[src/rtl/rf_write_arbiter.sv]
// rf_write_arbiter: clears the 32x32 register file after reset, then arbitrates its single write port
// between pipeline writeback and MUL/DIV results, with a starvation bound and a busy scoreboard.
module rf_write_arbiter (
  input  logic        CLK,
  input  logic        RESET,
  input  logic        WB_VALID,
  input  logic [4:0]  WB_ADDR,
  input  logic [31:0] WB_DATA,
  input  logic        MD_VALID,
  input  logic [4:0]  MD_ADDR,
  input  logic [31:0] MD_DATA,
  output logic        MD_READY,
  input  logic        ISSUE_VALID,
  input  logic [4:0]  ISSUE_ADDR,
  output logic [31:0] BUSY_MASK,
  output logic        RF_WRITE,
  output logic [4:0]  RF_INADDRESS,
  output logic [31:0] RF_IN,
  output logic        PIPE_HOLD,
  output logic        INIT_DONE
);
  typedef enum logic {CLEAR, RUN} state_t;
  state_t state;
  logic [4:0] clr_cnt;
  logic [1:0] starve;
  logic [31:0] busy, set_mask, clr_mask;
  logic run, wb_eff, md_eff, starved, md_acc, wb_win, md_win;
  always_comb begin
    run = state == RUN;
    wb_eff = WB_VALID && WB_ADDR != 5'd0;
    md_eff = MD_VALID && MD_ADDR != 5'd0;
    starved = starve == 2'd3;
    PIPE_HOLD = !run || starved;
    INIT_DONE = run;
    MD_READY = run && (starved || !wb_eff);
    md_acc = MD_VALID && MD_READY;
    wb_win = !PIPE_HOLD && wb_eff;
    md_win = md_acc && md_eff;
    RF_WRITE = !run || wb_win || md_win;
    RF_INADDRESS = !run ? clr_cnt : wb_win ? WB_ADDR : MD_ADDR;
    RF_IN = !run ? 32'd0 : wb_win ? WB_DATA : MD_DATA;
    set_mask = (run && ISSUE_VALID) ? 32'd1 << ISSUE_ADDR : 32'd0;
    clr_mask = md_acc ? 32'd1 << MD_ADDR : 32'd0;
    BUSY_MASK = busy;
  end
  // set is OR-ed after clear so a same-cycle issue wins; bit 0 is never tracked
  always_ff @(posedge CLK or negedge RESET) begin
    if (!RESET) begin
      state <= CLEAR;
      clr_cnt <= 5'd0;
      starve <= 2'd0;
      busy <= 32'd0;
    end else begin
      busy <= ((busy & ~clr_mask) | set_mask) & ~32'd1;
      if (!run) begin
        clr_cnt <= clr_cnt + 5'd1;
        if (clr_cnt == 5'd31) state <= RUN;
      end
      starve <= md_acc ? 2'd0 : (run && MD_VALID && !starved) ? starve + 2'd1 : starve;
    end
  end
endmodule

[config.mk]
export PLATFORM = sky130hd
export DESIGN_NAME = rf_write_arbiter
export DESIGN_NICKNAME = d
export VERILOG_FILES = /design/src/rtl/rf_write_arbiter.sv
export SDC_FILE = /design/constraint.sdc
export NUM_CORES = 1
export LEC_CHECK = 0
export CAP_MARGIN = 25
export CORE_ASPECT_RATIO = 2
export CORE_UTILIZATION = 39
export DETAILED_ROUTE_END_ITERATION = 10
export PLACE_DENSITY = 0.81
export SETUP_SLACK_MARGIN = 0.4
export SLEW_MARGIN = 20
export SYNTH_ARGS = -nofsm -noshare
export SYNTH_HDL_FRONTEND = slang
export SYNTH_SLANG_ARGS = --single-unit
[constraint.sdc]
create_clock -name CLK -period 1.6 [get_ports CLK]
set_input_delay 0.16 -clock CLK [delete_from_list [all_inputs] [get_ports CLK]]
set_output_delay 0.16 -clock CLK [all_outputs]
set_load 0.005 [all_outputs]
==> impl_metrics.yaml, run 1 <==
logic_synthesis:
  ys.flop_type: "dfrtp_1"
  async_reset_ff_share_pct: 100
  ys_seq_elements: 39
  syn_nets: 424
  avgSynthCellArea_um2: 8.27
  yosys-top-cells-area: "dfrtp_1, a21oi_1, mux2i_1, nand2_1, a211oi_1"
  synth_edf_count: 0
  syn_inst: 337
  seq_area_frac_synth_pct: 35.0
  yosysUniqueCellTypes: 35
  synth_area_um2: 2790
  synth_top_area_share_pct: 35.0
  synth_top_cell_by_area: "dfrtp_1"
  yosysWarnings: 0
outcome:
  last-stage-reached: "global routing (5_1_grt)"
  tool.error: "[ERROR GRT-0232] Routing congestion too high. Check the congestion heatmap in the GUI."
  status: "aborted with a tool error"
place:
  portBuffers: 155
  dp_hpwl_mm: 7.62
  gp_congestion: 0.896
floorplanning:
  initial_core_util_pct: 40.2
  die_w_um: 61.8
  fp-row-count: 43
  die_y_um: 122
  ios: 157
global_route:
  track_usage_pct: 71.7
  grt_overflow: 1
  grt_max_degree: 40
clocking:
  cts_root_buffer: "clkbuf_16"
  clock_path_buffers: 2
  htreeDepth: 2
  hold_buffers: 0
  numCtsBuffers: 5
  cts_sinks: 39
timing:
  worst-ep-kind: "top-level output"
  crit_endpoint: "RF_IN[20]"
-- routing by layer --
layer / GRT overflow / track usage (%)
met1: 0 / 70.6
met2: 0 / 87.4
met3: 0 / 57.4
met4: 1 / 69.0
met5: 0 / 19.8
-- cell usage after synthesis (2+ instances only) --
master and count:
or2_2 2, or3_1 2, nor2b_1 7, nor3b_2 3, and3b_1 4, and3_1 3, dfrtp_1 39, nand3b_1 4
buf_6 5, buf_2 8, a211oi_1 31, o21ai_0 6, nand2b_1 4, and4b_1 2, nand2_1 72, or3b_2 3
mux2i_1 32, nand3_1 2, mux2_2 2, xnor2_1 3, a21oi_1 67, clkbuf_1 21, ha_1 3
-- cell families after synthesis --
| kind of cell | Yosys count | share of synthesized area [%] |
|---|---|---|
| flops | 39 | 35.0 |
| buf+inv | 36 | 6.69 |
| mux | 34 | 12.3 |
| xor+xnor | 3 | 0.943 |
| other cells | 1 | 0.135 |
| simple gates | 113 | 20.9 |
| fa+ha+maj | 3 | 1.35 |
| compound gates | 108 | 22.7 |
-- per-stage QoR --
step | setup WS, ns | instances | cell area, um2
3_3_place_gp | -0.848 | 602 | 5060
3_5_place_dp | -0.856 | 602 | 5060
4_1_cts | -0.394 | 682 | 6220
2_1_floorplan | 0.130 | 337 | 3130
-- repair_timing --
action / in CTS
cloned: 16
resized for setup: 288
pin swaps: 43
setup endpoints to repair: 107
setup buffers: 56
==> run 2, diff against run 1 <==
--- a/config.mk
+++ b/config.mk
@@ -6,11 +6,9 @@
 export NUM_CORES = 1
 export LEC_CHECK = 0
 export CAP_MARGIN = 25
-export CORE_ASPECT_RATIO = 2
 export CORE_UTILIZATION = 39
 export DETAILED_ROUTE_END_ITERATION = 10
-export PLACE_DENSITY = 0.81
-export SETUP_SLACK_MARGIN = 0.4
+export PLACE_DENSITY_LB_ADDON = 0.15
 export SLEW_MARGIN = 20
 export SYNTH_ARGS = -nofsm -noshare
 export SYNTH_HDL_FRONTEND = slang
==> run 2 against run 1 <==
Against the previous run:
- the flow now finishes, with violations (setup timing)
- synthesized cell count did not move
- synthesized area stayed put
==> impl_metrics.yaml, run 2 <==
pwr:
  p_leak_nw: 2.33
  powerDensity_nw_per_um2: 619
  ir_worst_vdd_mv: 0.621
global_route:
  met2_usage_pct: 46.0
  track_usage_pct: 26.6
  grtUsageMet3_pct: 4.48
  grt_overflow: 0
  antenna_found_initial: 0
  grt_max_degree: 32
  grt_use_met1_pct: 34.5
  grt_pass1_wl_mm: 15.6
  grt_pass1_vias: 3144
  grt_most_used_layer: "met2"
worst_setup_path:
  crit_fanout: 6
  required_ns: 1.44
  r2r_cells: 8
  start_kind: "flop"
  critPathKind: "flop to primary output"
  cp-end-kind: "primary output"
  critPathArrivalTime_ns: 1.82
  r2r_slack_ns: 0.04
run:
  cap_violations: 0
route:
  drc: 0
  wire_per_inst_um: 16.1
  drt_wl_total_mm: 10.0
  ant_nets: 0
  dr_total_vias: 3243
  vias_per_cell: 5.21
  drt_iter0_markers: 129
  first_pass_iters: 4
logic_synthesis:
  synth_top_cell_by_area: "dfrtp_1"
  ys.flop_type: "dfrtp_1"
  synth_top_area_share_pct: 35.0
  yosysWarnings: 0
  async_reset_ff_share_pct: 100
  yosys-top-cells-area: "dfrtp_1, a21oi_1, mux2i_1, nand2_1, a211oi_1"
  synth_area_um2: 2790
  syn_nets: 424
  ys_top_cells_by_count: "nand2_1, a21oi_1, dfrtp_1"
  synth_most_common_cell: "nand2_1"
  ys_seq_elements: 39
  yosysUniqueCellTypes: 35
  syn_inst: 337
  synth_edf_count: 0
  seq_area_frac_synth_pct: 35.0
  avgSynthCellArea_um2: 8.27
timing:
  finalSetupTns_ns: -12.42
  timing.final.ws_setup_ns: -0.382
  rsz0062_at_grt: "yes"
  fmax_mhz: 504
  fin_crit_ns: 1.98
  timing.final.hold_violations: 0
  finalSetupViolations: 40
  finalMaxSlewViolations: 0
  skew_ns: 0.00415
  finalHoldWorstSlack_ns: 0.344
  min_period_over_period_pct: 124
hold_path:
  hold_path_class: "input pin to asynchronous set/reset pin"
cells_and_area:
  largest_reg_flops: 31
  layout_common_cells: "clkdlybuf4s50_1, nand2_1, a21oi_1, buf_2, dfrtp_1"
  antenna_cells: 0
  layout-drive-gt1-share_pct: 26.0
  mostFrequentLayoutCell: "clkdlybuf4s50_1"
  area_delta_synth_final_pct: 75.4
  final_cells: 622
  final_nets: 612
clocking:
  htreeDepth: 2
  numCtsBuffers: 5
  clk_pin_slew_ns: 0.08
  cts_sinks: 39
  clkLatencyLatePin_ns: 0.29
  cts_root_buffer: "clkbuf_8"
  cts_tree: "done"
  clock_path_buffers: 2
floorplanning:
  fp-row-count: 30
  initial_core_util_pct: 40.8
  die_w_um: 86.5
  ios: 157
  dieArea_um2: 7490
  die_y_um: 86.5
  core_um2: 6830
outcome:
  failed_checks: "setup timing"
  status: "finished with violations"
place:
  gp_congestion: 0.838
  dp.cells: 591
  dp_hpwl_mm: 7.20
  portBuffers: 155
-- run 2: worst max-delay path: stages, from the launching register on --
cell and delay [ns]:
dfrtp_1 0.41, ha_4 0.18, nor2b_4 0.14, o31a_4 0.23, buf_12 0.13, buf_8 0.12
mux2i_1 0.18, buf_2 0.14
-- run 2: layout make-up --
type / count / area (um2)
Fill cell: 555 / 1940
Timing Repair Buffer: 217 / 2010
Sequential cell: 39 / 977
Clock buffer: 5 / 68.8
Clock inverter: 3 / 15.0
Tap cell: 96 / 120
Multi-Input combinational cell: 262 / 1700
-- run 2: logic make-up after synthesis --
group           after synthesis  share of synthesized area (%)
mux                          34                           12.3
xor+xnor                      3                          0.943
other cells                   1                          0.135
simple gates                113                           20.9
compound gates              108                           22.7
buf+inv                      36                           6.69
flops                        39                           35.0
fa+ha+maj                     3                           1.35
-- run 2: worst paths after layout --
path	start	end
worst max-delay path	starve[0]$_DFFE_PN0P_	RF_IN[15]
worst min-delay path	RESET	BUSY_MASK[5]$_DFF_PN0_
worst max register to register	starve[0]$_DFFE_PN0P_	starve[1]$_DFFE_PN0P_
worst min register to register	clr_cnt[0]$_DFFE_PN0N_	clr_cnt[0]$_DFFE_PN0N_
max in group asynchronous	RESET	BUSY_MASK[17]$_DFF_PN0_
min in group CLK	clr_cnt[0]$_DFFE_PN0N_	clr_cnt[0]$_DFFE_PN0N_
-- run 2: repair_timing --
action | in CTS | in global routing
setup buffers | 18 | 5
endpoints found under the setup margin | 41 | 42
resized for setup | 187 | 14
endpoints found under the hold margin | 19 | 0
hold buffers | 1 | 0
cloned | 2 | 0
pin swaps | 4 | 2
-- run 2: per-layer routing --
layer	share of wire (%)	wire length [um]	vias up
li1	-	-	1576
met4	1.7	166	0
met3	5.3	532	14
met1	41	4100	1551
met2	52	5200	102
met5	0	0	-
-- run 2: per-stage QoR --
step	instance area, um2	utilization (%)	power [mW]	worst slack, ns
floorplan	2790	-	1.58	0.0915
global placement	4680	68.5	2.32	-0.807
detailed placement	4680	68.5	2.35	-0.844
CTS	4890	71.5	3.04	-0.386
global route	4890	71.6	3.20	-0.507
finish	4890	71.6	3.03	-0.382
-- run 2: power by group --
part	internal, mW	switching, mW
clock	0.298	0.348
sequential	1.10	0.0690
combinational	0.742	0.475
(Power assumes the default switching activity.)
==> run 3, diff against run 2 <==
--- a/config.mk
+++ b/config.mk
@@ -6,7 +6,9 @@
 export NUM_CORES = 1
 export LEC_CHECK = 0
 export CAP_MARGIN = 25
-export CORE_UTILIZATION = 39
+export CELL_PAD_IN_SITES_DETAIL_PLACEMENT = 2
+export CELL_PAD_IN_SITES_GLOBAL_PLACEMENT = 2
+export CORE_UTILIZATION = 20
 export DETAILED_ROUTE_END_ITERATION = 10
 export PLACE_DENSITY_LB_ADDON = 0.15
 export SLEW_MARGIN = 20
==> run 3 against run 2 <==
Against the previous run:
- the run still ends with setup timing left
- die area grew 92%
- clock-buffer cell count is the same
- utilization shrank 31 points
- via count grew 4.5%
- worst setup slack lost 0.068 ns
- fmax shrank 3.3%
- largest cell class unchanged
- largest power group unchanged
- highest routed layer unchanged
==> impl_metrics.yaml, run 3 (synthesis gave the netlist of run 2 again) <==
worst_setup_path:
  critPathKind: "flop to primary output"
  required_ns: 1.44
  cp_cell_sequence: "ha_4 -> nor2b_4 -> o31a_4 -> buf_6 -> buf_12 -> buf_16 -> mux2i_1 -> buf_2"
  crit_fanout: 5
  crit_path_max_incr_delay_ns: 0.41
  start_kind: "flop"
  critPathArrivalTime_ns: 1.89
  cp-end-kind: "primary output"
  crit_slowest_cell: "dfrtp_1"
  cp_num_buf_inv: 4
  r2r_cells: 7
  cp_num_cells: 8
  critPathTopFamily: "buffers and inverters"
place:
  detailedPlace.worstSlack_ns: -0.875
  gp_congestion: 0.737
  portBuffers: 155
  dp.cells: 676
  dp_hpwl_mm: 9.72
pwr:
  p_leak_nw: 2.48
  powerDensity_nw_per_um2: 650
  ir_worst_vdd_mv: 0.392
timing:
  finalSetupViolations: 40
  rsz0062_at_grt: "yes"
  fmax_mhz: 488
  max-slew-margin-rel_pct: 61.4
  timing.final.ws_setup_ns: -0.450
  tightestPinTransition_ns: 0.580
  fin_crit_ns: 2.05
  min_period_over_period_pct: 128
  finalHoldWorstSlack_ns: 0.400
  finalMaxSlewViolations: 0
  timing.final.hold_violations: 0
  finalSetupTns_ns: -12.17
  skew_ns: 0.00496
clocking:
  cts_root_buffer: "clkbuf_16"
  clkLatencyLatePin_ns: 0.29
  clock_path_buffers: 2
  cts_sinks: 39
  htreeDepth: 2
  clk_pin_slew_ns: 0.06
  numCtsBuffers: 5
  cts_tree: "done"
route:
  wire_per_inst_um: 20.0
  dr_total_vias: 3390
  first_pass_iters: 4
  drt_iter0_markers: 115
  vias_per_cell: 4.75
  drc: 0
  drt_wl_total_mm: 14.2
  ant_nets: 0
floorplanning:
  dieArea_um2: 14400
  die_y_um: 120
  die_w_um: 120
  ios: 157
  initial_core_util_pct: 20.8
  core_um2: 13400
  fp-row-count: 42
global_route:
  grt_max_degree: 59
  grt_pass1_vias: 3642
  antenna_found_initial: 0
  track_usage_pct: 18.2
  grt_pass1_wl_mm: 20.2
  grt_overflow: 0
cells_and_area:
  multi_input_area_um2: 1870
  final_nets: 623
  largest_reg_flops: 31
  layout-drive-gt1-share_pct: 32.6
  layout_common_cells: "clkdlybuf4s50_1, nand2_1, a21oi_1, buf_2, buf_4"
  final_cells: 713
  area_delta_synth_final_pct: 95.2
  mostFrequentLayoutCell: "clkdlybuf4s50_1"
  antenna_cells: 0
  ff_latch_area_um2: 977
  fillers: 1429
run:
  cap_violations: 0
outcome:
  status: "finished with violations"
  failed_checks: "setup timing"
hold_path:
  hold_path_class: "input pin to asynchronous set/reset pin"
## run 3: final timing paths
check	start	to	slack, ns
worst max-delay path	starve[0]$_DFFE_PN0P_	RF_IN[5]	-0.45
worst min-delay path	RESET	BUSY_MASK[29]$_DFF_PN0_	0.40
worst max register to register	INIT_DONE$_DFF_PN0_	BUSY_MASK[6]$_DFF_PN0_	0.03
worst min register to register	clr_cnt[3]$_DFFE_PN0N_	clr_cnt[3]$_DFFE_PN0N_	0.49
max in group asynchronous	RESET	BUSY_MASK[17]$_DFF_PN0_	0.56
min in group CLK	clr_cnt[3]$_DFFE_PN0N_	clr_cnt[3]$_DFFE_PN0N_	0.49
## run 3: final cells by class
class | count | area share [%]
timing repair buffer | 228 | 41.0
multi-input combinational | 262 | 34.3
sequential | 39 | 18.0
tap | 176 | 4.05
clock buffer | 5 | 2.30
clock inverter | 3 | 0.368
## run 3: what timing repair did
action / in CTS / in global routing
endpoints found under the setup margin: 42 / 59
hold buffers: 1 / 0
pin swaps: 7 / 11
endpoints found under the hold margin: 23 / 0
gates resized for setup: 196 / 48
setup buffers: 10 / 11
cloned: 4 / 7
## run 3: layer usage
| metal | global-route usage (%) | wire length, um | share of wire [%] |
|---|---|---|---|
| met1 | 22.6 | 5940 | 42 |
| met2 | 32.1 | 7540 | 53 |
| met3 | 4.04 | 599 | 4.2 |
| met4 | 3.44 | 161 | 1.1 |
| met5 | 0 | 0 | 0 |
## run 3: stage by stage
step,total power [mW],area [um2],utilization [%]
finish,3.54,5440,40.6
CTS,3.50,5060,37.8
detailed placement,2.42,4810,35.9
global placement,2.38,4810,35.9
floorplan,1.58,2790,-
global route,3.71,5440,40.6
## run 3: where the power goes
group	internal [mW]	leakage [nW]	switching (mW)
clock network	0.575	0.0658	0.428
logic	0.803	1.91	0.554
registers	1.10	0.509	0.0790
## run 3: worst reg2reg max path, delay by kind of cell, from the launching register on
family          cells  cell delay [ns]
compound gates      2             0.25
simple gates        1             0.10
flops               1             0.52
buf+inv             4             0.58
==> run 4, diff against run 3 <==
==> constraint.sdc (replaced) <==
create_clock -name CLK -period 1.6 [get_ports CLK]
set_input_delay 0.32 -clock CLK [delete_from_list [all_inputs] [get_ports CLK]]
set_output_delay 0.32 -clock CLK [all_outputs]
set_load 0.005 [all_outputs]
==> run 4 against run 3 <==
Against the previous run:
- the flow still finishes with violations (setup timing)
- routed wire length increased by 0.87%
- cell area increased by 0.83%
- hold slack improved by 0.090 ns
- cell count increased by 0.42%
- clock power increased by 19%
- critical path depth decreased by 2
- clock-buffer cell count unchanged
- die area unchanged
- critical path type unchanged
==> impl_metrics.yaml, run 4 (synthesis gave the netlist of run 2 again) <==
outcome:
  status: "finished with violations"
  failed_checks: "setup timing"
timing:
  finalSetupTns_ns: -19.77
  tightestPinTransition_ns: 0.522
  rsz0062_at_grt: "yes"
  timing.final.ws_setup_ns: -0.563
  max-slew-margin-rel_pct: 65.2
  finalSetupViolations: 46
  fin_crit_ns: 2.16
  skew_ns: 0.00961
  fmax_mhz: 462
  timing.final.hold_violations: 0
  finalMaxSlewViolations: 0
  min_period_over_period_pct: 135
worst_setup_path:
  r2r_slack_ns: -0.01
  required_ns: 1.28
  start_kind: "flop"
  critPathKind: "flop to primary output"
  critPathArrivalTime_ns: 1.84
  cp-end-kind: "primary output"
  crit_fanout: 9
pwr:
  powerDensity_nw_per_um2: 682
  ir_worst_vdd_mv: 0.375
  p_leak_nw: 2.54
global_route:
  grt_pass1_vias: 3876
  grt_max_degree: 53
  track_usage_pct: 20.1
  antenna_found_initial: 1
  grt_pass1_wl_mm: 21.9
  grt_overflow: 0
clocking:
  cts_tree: "done"
  cts_sinks: 39
  htreeDepth: 2
  clock_path_buffers: 2
  clk_pin_slew_ns: 0.06
  numCtsBuffers: 5
  cts_root_buffer: "clkbuf_16"
  clkLatencyLatePin_ns: 0.29
place:
  gp_congestion: 0.777
  portBuffers: 155
  dp_hpwl_mm: 10.1
  detailedPlace.worstSlack_ns: -1.15
floorplanning:
  fp-row-count: 42
  die_y_um: 120
  die_w_um: 120
  ios: 157
  core_um2: 13400
  dieArea_um2: 14400
  initial_core_util_pct: 20.8
route:
  drt_iter0_markers: 54
  vias_per_cell: 4.76
  first_pass_iters: 4
  wire_per_inst_um: 20.1
  dr_total_vias: 3409
  ant_nets: 0
  drc: 0
  drt_wl_total_mm: 14.4
cells_and_area:
  fin_util_pct: 40.9
  fillers: 1444
  area_delta_synth_final_pct: 96.8
  layout-drive-gt1-share_pct: 33.2
  final_nets: 625
  largest_reg_flops: 31
  layout_common_cells: "clkdlybuf4s50_1, nand2_1, a21oi_1, buf_4, dfrtp_1"
  mostFrequentLayoutCell: "clkdlybuf4s50_1"
hold_path:
  hold_path_class: "flop to flop"
run:
  cap_violations: 0
## run 4: cell types whose count changed in the layout (fill, tap and decap cells not counted), moves of 3 or more
cell / delta
buf_6: +3
buf_2: -10
buf_12: -3
a21oi_1: -10
a211oi_2: -6
a211oi_1: +8
dlymetal6s2s_1: +3
clkbuf_16: -3
a21oi_2: +11
clkdlybuf4s50_1: -6
dlygate4sd2_1: +7
buf_4: +4
## run 4: cell type report
| type | instances | area (um2) | area share, % |
|---|---|---|---|
| Timing Repair Buffer | 230 | 2260 | 41.2 |
| Clock buffer | 5 | 125 | 2.28 |
| Multi-Input combinational cell | 262 | 1850 | 33.8 |
| Clock inverter | 3 | 43.8 | 0.798 |
| Antenna cell | 1 | 2.50 | 0.0456 |
| Sequential cell | 39 | 977 | 17.8 |
| Tap cell | 176 | 220 | 4.01 |
## run 4: worst max-delay path: stages (launching register included)
cell and delay [ns]:
dfrtp_1 0.41, ha_4 0.19, nor2b_4 0.12, o31a_4 0.20, buf_8 0.16, mux2i_2 0.23
clkdlybuf4s15_2 0.24
## run 4: where the power goes
part	switching [mW]	internal, mW	total, mW	leakage [nW]
registers	0.0750	1.10	1.17	0.509
clock network	0.450	0.737	1.19	0.0838
logic	0.557	0.825	1.38	1.95
total	1.08	2.66	3.74	2.54
## run 4: timing repair
action | CTS | global route
gates cloned | 6 | 2
endpoints found under the hold margin | 16 | 0
resized for setup | 197 | 41
endpoints found under the setup margin | 59 | 72
buffers inserted | 13 | 7
hold buffers | 1 | 0
pin swaps | 4 | 10
## run 4: worst paths after layout
| check | from | to | cells after the start |
|---|---|---|---|
| worst min register to register | clr_cnt[0]$_DFFE_PN0N_ | clr_cnt[0]$_DFFE_PN0N_ | 1 |
| worst max register to register | INIT_DONE$_DFF_PN0_ | BUSY_MASK[12]$_DFF_PN0_ | 8 |
| worst max-delay path | starve[1]$_DFFE_PN0P_ | RF_IN[27] | 6 |
| worst min-delay path | clr_cnt[0]$_DFFE_PN0N_ | clr_cnt[0]$_DFFE_PN0N_ | 1 |
| max in group asynchronous | RESET | INIT_DONE$_DFF_PN0_ | 3 |
| min in group asynchronous | RESET | BUSY_MASK[23]$_DFF_PN0_ | 2 |
## run 4: stage by stage
stage	cells	power (mW)	hold slack, ns	cell area, um2
2_1_floorplan	337	1.59	0.0244	2800
3_3_place_gp	683	2.39	0.279	4860
3_5_place_dp	683	2.43	0.283	4860
4_1_cts	710	3.73	0.498	5320
5_1_grt	716	3.93	0.516	5490
6_report	716	3.74	0.491	5490
## run 4: routing by layer
layer	GRT usage [%]	routed length (um)	vias to the layer above
li1	-	-	1605
met1	23.1	5660	1696
met2	37.2	7810	90
met3	4.80	660	18
met4	4.38	237	0
met5	0	0	-
